`src/rtl/res_station_if.sv`:
```
// Bundle between a reservation station and its environment.
// Carries the rename write port, the CDB, the issue handshake and status.
interface res_station_if #(
    parameter int TAG_WIDTH = 3,
    parameter int OP_WIDTH  = 8
);
    logic                 flush;
    logic                 wr_en;
    logic [TAG_WIDTH-1:0] wr_addr;
    logic [OP_WIDTH-1:0]  wr_op;
    logic [31:0]          wr_a;
    logic                 wr_qj_pend;
    logic [TAG_WIDTH-1:0] wr_qj;
    logic [31:0]          wr_vj;
    logic                 wr_qk_pend;
    logic [TAG_WIDTH-1:0] wr_qk;
    logic [31:0]          wr_vk;
    logic                 wr_err;
    logic                 cdb_valid;
    logic [TAG_WIDTH-1:0] cdb_tag;
    logic [31:0]          cdb_data;
    logic                 issue_valid;
    logic                 issue_ready;
    logic [OP_WIDTH-1:0]  issue_op;
    logic [31:0]          issue_vj;
    logic [31:0]          issue_vk;
    logic [31:0]          issue_a;
    logic [TAG_WIDTH-1:0] issue_tag;
    logic                 full;
    logic [TAG_WIDTH:0]   count;

    modport master (
        output flush, wr_en, wr_addr, wr_op, wr_a,
        output wr_qj_pend, wr_qj, wr_vj,
        output wr_qk_pend, wr_qk, wr_vk,
        output cdb_valid, cdb_tag, cdb_data, issue_ready,
        input  wr_err, issue_valid, issue_op,
        input  issue_vj, issue_vk, issue_a, issue_tag,
        input  full, count
    );

    modport slave (
        input  flush, wr_en, wr_addr, wr_op, wr_a,
        input  wr_qj_pend, wr_qj, wr_vj,
        input  wr_qk_pend, wr_qk, wr_vk,
        input  cdb_valid, cdb_tag, cdb_data, issue_ready,
        output wr_err, issue_valid, issue_op,
        output issue_vj, issue_vk, issue_a, issue_tag,
        output full, count
    );
endinterface

```
`src/rtl/res_station.sv`:
```
// Reservation station: holds renamed ops until both operands are captured
// from the CDB, then issues the lowest-index ready entry through a
// registered valid/ready stage.
// Ports: clk, rst (sync, active-high), bus (res_station_if.slave):
//   write port wr_*, error pulse wr_err, CDB cdb_*, issue handshake
//   issue_*, status full/count. Entry index doubles as producer tag.
module res_station #(
    parameter int DEPTH     = 8,
    parameter int TAG_WIDTH = 3,
    parameter int OP_WIDTH  = 8
) (
    input logic            clk,
    input logic            rst,
    res_station_if.slave   bus
);
    logic [DEPTH-1:0]     busy;
    logic [DEPTH-1:0]     jp;
    logic [DEPTH-1:0]     kp;
    logic [OP_WIDTH-1:0]  op_q [DEPTH];
    logic [31:0]          a_q  [DEPTH];
    logic [31:0]          vj_q [DEPTH];
    logic [31:0]          vk_q [DEPTH];
    logic [TAG_WIDTH-1:0] qj_q [DEPTH];
    logic [TAG_WIDTH-1:0] qk_q [DEPTH];

    logic                 iv;
    logic [OP_WIDTH-1:0]  iop;
    logic [31:0]          ivj;
    logic [31:0]          ivk;
    logic [31:0]          ia;
    logic [TAG_WIDTH-1:0] itag;
    logic                 err;

    logic [DEPTH-1:0]     ready;
    logic                 sel_hit;
    logic [TAG_WIDTH-1:0] sel;
    logic [TAG_WIDTH:0]   cnt;
    logic                 load;
    logic                 wr_ok;
    logic                 byp_j;
    logic                 byp_k;

    assign ready = busy & ~jp & ~kp;

    // Scan from the top so the lowest ready index wins.
    always_comb begin
        sel_hit = 1'b0;
        sel     = '0;
        for (int i = DEPTH - 1; i >= 0; i--) begin
            if (ready[i]) begin
                sel_hit = 1'b1;
                sel     = TAG_WIDTH'(i);
            end
        end
    end

    always_comb begin
        cnt = '0;
        for (int i = 0; i < DEPTH; i++) begin
            cnt = cnt + {{TAG_WIDTH{1'b0}}, busy[i]};
        end
    end

    assign load  = sel_hit && (!iv || bus.issue_ready);
    assign wr_ok = bus.wr_en && !busy[bus.wr_addr];
    // A write whose producer broadcasts this very cycle is stored ready.
    assign byp_j = bus.cdb_valid && (bus.cdb_tag == bus.wr_qj);
    assign byp_k = bus.cdb_valid && (bus.cdb_tag == bus.wr_qk);

    always_ff @(posedge clk) begin
        if (rst || bus.flush) begin
            busy <= '0;
            iv   <= 1'b0;
            iop  <= '0;
            ivj  <= '0;
            ivk  <= '0;
            ia   <= '0;
            itag <= '0;
            err  <= 1'b0;
        end else begin
            err <= bus.wr_en && busy[bus.wr_addr];
            for (int i = 0; i < DEPTH; i++) begin
                if (busy[i] && jp[i] && bus.cdb_valid &&
                    qj_q[i] == bus.cdb_tag) begin
                    vj_q[i] <= bus.cdb_data;
                    jp[i]   <= 1'b0;
                end
                if (busy[i] && kp[i] && bus.cdb_valid &&
                    qk_q[i] == bus.cdb_tag) begin
                    vk_q[i] <= bus.cdb_data;
                    kp[i]   <= 1'b0;
                end
            end
            if (load) begin
                iv        <= 1'b1;
                iop       <= op_q[sel];
                ivj       <= vj_q[sel];
                ivk       <= vk_q[sel];
                ia        <= a_q[sel];
                itag      <= sel;
                busy[sel] <= 1'b0;
            end else if (bus.issue_ready) begin
                iv <= 1'b0;
            end
            // wr_ok implies the target was idle, so it never collides
            // with the entry being issued.
            if (wr_ok) begin
                busy[bus.wr_addr] <= 1'b1;
                op_q[bus.wr_addr] <= bus.wr_op;
                a_q[bus.wr_addr]  <= bus.wr_a;
                qj_q[bus.wr_addr] <= bus.wr_qj;
                qk_q[bus.wr_addr] <= bus.wr_qk;
                jp[bus.wr_addr]   <= bus.wr_qj_pend && !byp_j;
                kp[bus.wr_addr]   <= bus.wr_qk_pend && !byp_k;
                vj_q[bus.wr_addr] <= (bus.wr_qj_pend && byp_j) ?
                                     bus.cdb_data : bus.wr_vj;
                vk_q[bus.wr_addr] <= (bus.wr_qk_pend && byp_k) ?
                                     bus.cdb_data : bus.wr_vk;
            end
        end
    end

    assign bus.wr_err      = err;
    assign bus.issue_valid = iv;
    assign bus.issue_op    = iop;
    assign bus.issue_vj    = ivj;
    assign bus.issue_vk    = ivk;
    assign bus.issue_a     = ia;
    assign bus.issue_tag   = itag;
    assign bus.full        = &busy;
    assign bus.count       = cnt;
endmodule
```
`src/flat_wrapper.sv`:
```
// flat-port wrapper written by rule: the top's interface ports become plain ports
module res_station_flat 
#(
    parameter int DEPTH     = 8,
    parameter int TAG_WIDTH = 3,
    parameter int OP_WIDTH  = 8
)
  (clk, rst, bus_flush, bus_wr_en, bus_wr_addr, bus_wr_op, bus_wr_a, bus_wr_qj_pend, bus_wr_qj, bus_wr_vj, bus_wr_qk_pend, bus_wr_qk, bus_wr_vk, bus_cdb_valid, bus_cdb_tag, bus_cdb_data, bus_issue_ready, bus_wr_err, bus_issue_valid, bus_issue_op, bus_issue_vj, bus_issue_vk, bus_issue_a, bus_issue_tag, bus_full, bus_count);
  res_station_if #(.TAG_WIDTH(TAG_WIDTH), .OP_WIDTH(OP_WIDTH)) bus_i ();
  input logic clk;
  input logic rst;
  input wire logic [$bits(bus_i.flush)-1:0] bus_flush;
  input wire logic [$bits(bus_i.wr_en)-1:0] bus_wr_en;
  input wire logic [$bits(bus_i.wr_addr)-1:0] bus_wr_addr;
  input wire logic [$bits(bus_i.wr_op)-1:0] bus_wr_op;
  input wire logic [$bits(bus_i.wr_a)-1:0] bus_wr_a;
  input wire logic [$bits(bus_i.wr_qj_pend)-1:0] bus_wr_qj_pend;
  input wire logic [$bits(bus_i.wr_qj)-1:0] bus_wr_qj;
  input wire logic [$bits(bus_i.wr_vj)-1:0] bus_wr_vj;
  input wire logic [$bits(bus_i.wr_qk_pend)-1:0] bus_wr_qk_pend;
  input wire logic [$bits(bus_i.wr_qk)-1:0] bus_wr_qk;
  input wire logic [$bits(bus_i.wr_vk)-1:0] bus_wr_vk;
  input wire logic [$bits(bus_i.cdb_valid)-1:0] bus_cdb_valid;
  input wire logic [$bits(bus_i.cdb_tag)-1:0] bus_cdb_tag;
  input wire logic [$bits(bus_i.cdb_data)-1:0] bus_cdb_data;
  input wire logic [$bits(bus_i.issue_ready)-1:0] bus_issue_ready;
  output wire logic [$bits(bus_i.wr_err)-1:0] bus_wr_err;
  output wire logic [$bits(bus_i.issue_valid)-1:0] bus_issue_valid;
  output wire logic [$bits(bus_i.issue_op)-1:0] bus_issue_op;
  output wire logic [$bits(bus_i.issue_vj)-1:0] bus_issue_vj;
  output wire logic [$bits(bus_i.issue_vk)-1:0] bus_issue_vk;
  output wire logic [$bits(bus_i.issue_a)-1:0] bus_issue_a;
  output wire logic [$bits(bus_i.issue_tag)-1:0] bus_issue_tag;
  output wire logic [$bits(bus_i.full)-1:0] bus_full;
  output wire logic [$bits(bus_i.count)-1:0] bus_count;
  assign bus_i.flush = bus_flush;
  assign bus_i.wr_en = bus_wr_en;
  assign bus_i.wr_addr = bus_wr_addr;
  assign bus_i.wr_op = bus_wr_op;
  assign bus_i.wr_a = bus_wr_a;
  assign bus_i.wr_qj_pend = bus_wr_qj_pend;
  assign bus_i.wr_qj = bus_wr_qj;
  assign bus_i.wr_vj = bus_wr_vj;
  assign bus_i.wr_qk_pend = bus_wr_qk_pend;
  assign bus_i.wr_qk = bus_wr_qk;
  assign bus_i.wr_vk = bus_wr_vk;
  assign bus_i.cdb_valid = bus_cdb_valid;
  assign bus_i.cdb_tag = bus_cdb_tag;
  assign bus_i.cdb_data = bus_cdb_data;
  assign bus_i.issue_ready = bus_issue_ready;
  assign bus_wr_err = bus_i.wr_err;
  assign bus_issue_valid = bus_i.issue_valid;
  assign bus_issue_op = bus_i.issue_op;
  assign bus_issue_vj = bus_i.issue_vj;
  assign bus_issue_vk = bus_i.issue_vk;
  assign bus_issue_a = bus_i.issue_a;
  assign bus_issue_tag = bus_i.issue_tag;
  assign bus_full = bus_i.full;
  assign bus_count = bus_i.count;
  res_station #(.DEPTH(DEPTH), .TAG_WIDTH(TAG_WIDTH), .OP_WIDTH(OP_WIDTH)) u_core (.clk(clk), .rst(rst), .bus(bus_i));
endmodule
```
`config.mk`:
```
export PLATFORM = sky130hd
export DESIGN_NAME = res_station_flat
export DESIGN_NICKNAME = d
export VERILOG_FILES = /design/src/rtl/res_station_if.sv /design/src/rtl/res_station.sv /design/src/flat_wrapper.sv
export SDC_FILE = /design/constraint.sdc
export NUM_CORES = 1
export LEC_CHECK = 0
export BUFFER_PORTS_ARGS = -buffer_cell sky130_fd_sc_hd__buf_2
export CAP_MARGIN = 5
export CORE_MARGIN = 5
export CORE_UTILIZATION = 50
export DETAILED_ROUTE_END_ITERATION = 16
export GPL_TIMING_DRIVEN = 0
export PLACE_DENSITY_LB_ADDON = 0.15
export SYNTH_ARGS = -nofsm -noshare
export SYNTH_HDL_FRONTEND = slang
export SYNTH_SLANG_ARGS = --single-unit
```
`constraint.sdc`:
```
create_clock -name clk -period 5.9 [get_ports clk]
set_input_delay 0.59 -clock clk [delete_from_list [all_inputs] [get_ports clk]]
set_output_delay 0.59 -clock clk [all_outputs]
set_load 0.05 [all_outputs]
```
==> results.toml, run 1 <==
[die]
core-area_sq_um = 90100
die_area_sq_um = 97100
start_util = 0.504
num_rows = 110
die_w_um = 312
die_h_um = 312
ios = 270

[yosys]
synthCells = 3242
yosysSeqAreaShare = 0.643
synth-edff-count = 896
yosysWarnings = 0
ys_async_sr_fraction = 0
synth_area_leaders = "edfxtp_1 59%, mux2_2 10%, dfxtp_1 5.2%"
ys.flop_type = "edfxtp_1"
ys_seq_elements = 1013
synth_cell_types = 62
synth_area_leader_cell = "edfxtp_1"
synth_fp_nets = 3405
syn_avg_cell_area_sq_um = 14.0
syn_area_sq_um = 45500
yosys.area.top_type_share = 0.592

[sta]
worstMarginPinSlew_ns = 1.30
max_clock_freq_mhz = 232
drv_slew = 0
post-route-period-util = 0.731
skew_ns = 0.0302
setup_viol = 0
setup_tns_ns = 0
finalCriticalPeriod_ns = 4.31
slew_headroom = 0.135
grt_setup_unrepaired = "false"
hold_viol = 0

[clocking]
clk_pin_slew_ns = 0.06
holdBufCountCts = 0
cts_buffers = 105
ctsResizeCount = 0
cts_setup_buffers = 0
cts_root_buffer = "clkbuf_16"
cts_max_path_buffers = 3
cts_tree = "done"
htree_levels = 3
cts_num_sinks = 1013
clock_latency_ns = 0.69

[detailed_routing]
drt-total-wl_um = 147000
dr.first_iter.drc_count = 3751
dr.pass1.iters = 6
avgViaCountPerCell = 6.34
drcViolationCount = 0
wl_per_cell_um = 29.7
antenna_left = 0
vias = 31400

[global_routing]
grt_max_degree = 48
gr-total-overflow = 0
track_usage = 0.293
grt_pass1_wl_um = 212000
antenna_found_initial = 49
grt_pass1_vias = 31800

[place]
hpwl_um = 99300
numPortBuffers = 265
place.gp.congestion = 0.875
placed_area_sq_um = 49300

[worst_setup_path]
startpoint = "u_core.busy[1]"
start_kind = "flop"
crit_chain = "ha_1 -> inv_1 -> fa_1 -> fa_1 -> inv_1 -> fa_1 -> inv_1 -> fa_1 -> inv_1 -> buf_2"
cp_max_fo = 6
cpLargestDelayFamily = "adder cells"
crit_arrival_ns = 3.72
r2r_start = "u_core.busy[2]"
cp-end-kind = "primary output"
slowest_stage = "dfxtp_1"
cp_slowest_stage_delay_ns = 0.52
cp.required_ns = 5.31
path_buf_inv = 5
path_class = "flop to primary output"

[layout]
areaGrowthSynthToFinish_pct = 16.7
fillCellCount = 7095
fin_area_sq_um = 53100
drive_gt1_frac = 0.291
fin_nets = 3820
utilization = 0.589

[min_path]
hold_class = "input port to flop"
hold_start = "bus_wr_a[1]"

[pwr]
ir_drop_uv = 243
powerDensity_nw_per_um2 = 294
p_leak_uw = 0.0179

[run_status]
status = "finished clean"

[job]
drv_cap = 0
-- cell type report --
type                       instances  area [sq um]  share of cell area
multi-input combinational       1931         15000               0.283
tap                             1176          1470              0.0277
antenna                           32          80.1             0.00151
timing repair buffer             308          2200              0.0414
sequential                      1013         29200               0.551
buffer                           284          1400              0.0263
inverter                          14          52.6            0.000990
clock buffer                     156          3080              0.0581
clock inverter                    44           542              0.0102
-- cell usage after synthesis (all sizes together) (2+ instances only) --
master and instances:
a21o 207, a21oi 23, a221oi 3, a22oi 207, a31o 11, a32o 103, and3 3, and3b 2
buf 156, clkbuf 128, dfxtp 117, edfxtp 896, fa 4, ha 3, inv 14, mux2 512
mux2i 2, nand2 231, nand2b 4, nand3 448, nand3b 2, nand4 8, nor2 24, nor2b 10
nor3 5, nor3b 9, o21a 2, o21ai 14, o41ai 2, or2 5, or3 2, or3b 4
or4 16, xnor2 7, xor2 48
-- worst register-to-register path, stage by stage (launching register included) --
cell      delay (ns)
dfxtp_1         0.41
nor3b_2         0.24
nor2_1          0.19
nand2_1         0.20
o21a_1          0.27
nor2_1          0.42
clkbuf_1        1.01
clkbuf_1        0.73
a32o_1          0.23
-- per-layer routing --
metal / track usage / up-vias / share of wire
met1: 0.378 / 15900 / 0.38
met2: 0.485 / 1693 / 0.48
met3: 0.0570 / 324 / 0.094
met5: 0 / - / 0.00085
met4: 0.129 / 22 / 0.042
li1: - / 13500 / -
-- path summary, 6_finish.rpt --
kind              depth (start not counted)  slack [ns]                      to
setup / recovery                         10        1.59            bus_count[1]
hold reg to reg                           1        0.47   u_core.bus.issue_a[5]
hold / removal                            1        0.17        u_core.a_q[3][1]
setup reg to reg                          8        2.14  u_core.bus.issue_a[10]
-- placed cells by master (no fill, tap or decap), types with 103 or more instances in the layout --
| cell | count |
|---|---|
| a22oi_1 | 197 |
| a32o_1 | 103 |
| edfxtp_1 | 896 |
| dfxtp_1 | 117 |
| mux2_2 | 416 |
| clkbuf_1 | 157 |
| nand2_1 | 231 |
| buf_2 | 373 |
| a21o_1 | 207 |
| nand3_1 | 448 |
| clkbuf_16 | 109 |
-- flip-flops by register name, indices dropped and copies added (netlist names) --
| signal | count |
|---|---|
| u_core.kp | 8 |
| u_core.vk_q | 256 |
| u_core.bus.issue_valid | 1 |
| u_core.busy | 8 |
| u_core.bus.issue_tag | 3 |
| u_core.qj_q | 24 |
| u_core.qk_q | 24 |
| u_core.bus.issue_vk | 32 |
| u_core.bus.issue_a | 32 |
| u_core.bus.issue_vj | 32 |
| u_core.bus.wr_err | 1 |
| u_core.vj_q | 256 |
| u_core.jp | 8 |
| u_core.bus.issue_op | 8 |
| u_core.op_q | 64 |
| u_core.a_q | 256 |
-- kinds of logic after synthesis --
family,synth area share
buffers and inverters,0.0319
XOR/XNOR,0.0106
flip-flops,0.643
AO/OA/AOI/OAI,0.102
multiplexers,0.127
AND/OR/NAND/NOR,0.0823
adder cells (fa/ha/maj),0.00259
-- per-stage QoR --
step	power, uW	setup slack (ns)	hold WS [ns]	instances
2_1_floorplan	8440	0.814	0.510	3242
3_3_place_gp	8730	-3.06	0.442	4683
3_5_place_dp	8770	2.24	0.453	4725
4_1_cts	15600	1.60	0.148	4925
5_1_grt	16000	1.48	0.170	4945
6_report	15600	1.59	0.170	4958
-- power by group --
part           switching, uW  internal [uW]
Combinational            475            283
Sequential              22.2           7860
Clock                   2840           4100
Total                   3340          12200
Power figures use the tool's default switching activity.
==> run 2: changes to the inputs <==
clock period = 3.7 ns   (was 5.9 ns; I/O delays follow)
==> results.toml, run 2 (synthesized netlist as in run 1, its figures left out) <==
[sta]
hold_slack_ns = 0.0281
drv_slew = 0
hold_viol = 0
setup_viol = 1
grt_setup_unrepaired = "true"
finalCriticalPeriod_ns = 3.73
setup_tns_ns = -0.0283
max_clock_freq_mhz = 268
fin_ws_ns = -0.0283
post-route-period-util = 1.01
slew_headroom = 0.240
skew_ns = 0.0238
worstMarginPinSlew_ns = 1.14

[place]
numPortBuffers = 265
hpwl_um = 98900
place.gp.congestion = 0.877
placed_area_sq_um = 49400
place_inst = 4721

[die]
die_w_um = 312
core-area_sq_um = 90100
num_rows = 110
die_area_sq_um = 97100
ios = 270
die_h_um = 312
start_util = 0.504

[clocking]
cts_max_path_buffers = 3
cts_buffers = 105
clk_pin_slew_ns = 0.06
cts_num_sinks = 1013
cts_root_buffer = "clkbuf_16"
htree_levels = 3
clock_latency_ns = 0.68
cts_tree = "done"

[global_routing]
grt_pass1_vias = 32000
grt_max_degree = 48
track_usage = 0.294
antenna_found_initial = 33
gr-total-overflow = 0
grt_pass1_wl_um = 213000

[worst_setup_path]
worst-r2r-cell-count = 8
cp_slowest_stage_delay_ns = 0.51
path_class = "flop to primary output"
cp_max_fo = 2
rrSetupSlack_ns = 0.15
cp.required_ns = 3.33
crit_arrival_ns = 3.36
cp-end-kind = "primary output"
crit_chain = "ha_4 -> inv_2 -> fa_1 -> fa_1 -> inv_2 -> fa_2 -> inv_2 -> fa_2 -> inv_2 -> buf_8"
slowest_stage = "fa_1"
crit_top_cell = "inv_2"
start_kind = "flop"

[detailed_routing]
vias = 31700
drcViolationCount = 0
drt-total-wl_um = 149000
dr.first_iter.drc_count = 3990
avgViaCountPerCell = 6.36
wl_per_cell_um = 29.8
dr.pass1.iters = 6
antenna_left = 0

[layout]
areaGrowthSynthToFinish_pct = 17.7
fin_cells = 4984
final_cell_mix = "896 x edfxtp_1, 448 x nand3_1, 416 x mux2_2"
fin_area_sq_um = 53500
drive_gt1_frac = 0.290
final_common_cell = "edfxtp_1"
fin_nets = 3859
top_regs = "u_core.a_q: 256 flops, u_core.vj_q: 256 flops, u_core.vk_q: 256 flops"

[run_status]
status = "complete, but fails checks"
violations = "negative setup slack"

[pwr]
ir_drop_uv = 425
p_leak_uw = 0.0181
powerDensity_nw_per_um2 = 463

[job]
drv_cap = 0

[min_path]
hold_class = "input port to flop"
whs_path_depth = 1
run 2: cell count changes in the layout (fill, tap and decap cells not counted), sizes merged:
cell	previous run	this run
clkinv	31	42
clkbuf	284	265
buf	464	463
clkinvlp	1	4
dlygate4sd3	0	40
diode	32	19
inv	15	17
bufinv	11	14
run 2: report_power, final:
| group | switching, uW | internal [uW] |
|---|---|---|
| Sequential | 35.5 | 12500 |
| Clock | 4570 | 6380 |
| Combinational | 772 | 482 |
run 2: final timing paths:
kind | startpoint | end
min reg2reg | u_core.bus.issue_op[7] | u_core.bus.issue_op[7]
max | u_core.busy[1] | bus_count[1]
max reg2reg | u_core.busy[3] | u_core.bus.issue_vk[31]
min | bus_wr_a[26] | u_core.a_q[3][26]
run 2: per-stage QoR:
step           power, uW  setup slack [ns]   util
6_report           24800           -0.0283  0.594
5_1_grt            25400            -0.101  0.593
4_1_cts            24800           -0.0485  0.593
3_5_place_dp       14000            0.0519  0.548
3_3_place_gp       13900             -2.34  0.536
2_1_floorplan      13500          0.000817      -
run 2: cell type report:
type	count	area (sq um)
Tap cell	1176	1470
Timing Repair Buffer	347	2690
Clock buffer	137	2820
Antenna cell	19	47.5
Buffer	284	1400
Clock inverter	63	751
Sequential cell	1013	29300
Multi-Input combinational cell	1931	15000
Inverter	14	52.6
Fill cell	7001	36600
run 2: worst max-delay path, delay by kind of cell, from the launching register on:
kind / cells / cell delay (ns)
adders and majority gates: 5 / 1.97
DFF: 1 / 0.36
buffers and inverters: 5 / 0.35
run 2: what timing repair did:
| item | in CTS | in global routing |
|---|---|---|
| hold buffers | 40 | 0 |
| pin swaps | 1 | 1 |
| hold endpoints to repair | 310 | 0 |
| buffers inserted | 2 | 0 |
| endpoints found under the setup margin | 2 | 33 |
| gates resized for setup | 17 | 5 |
run 2: metal layers:
metal / vias up / global-route usage / part of all wire
met4: 18 / 0.133 / 0.048
met1: 15900 / 0.374 / 0.37
li1: 13600 / - / -
met3: 388 / 0.0653 / 0.098
met2: 1813 / 0.487 / 0.48
met5: - / 0 / 0.00082
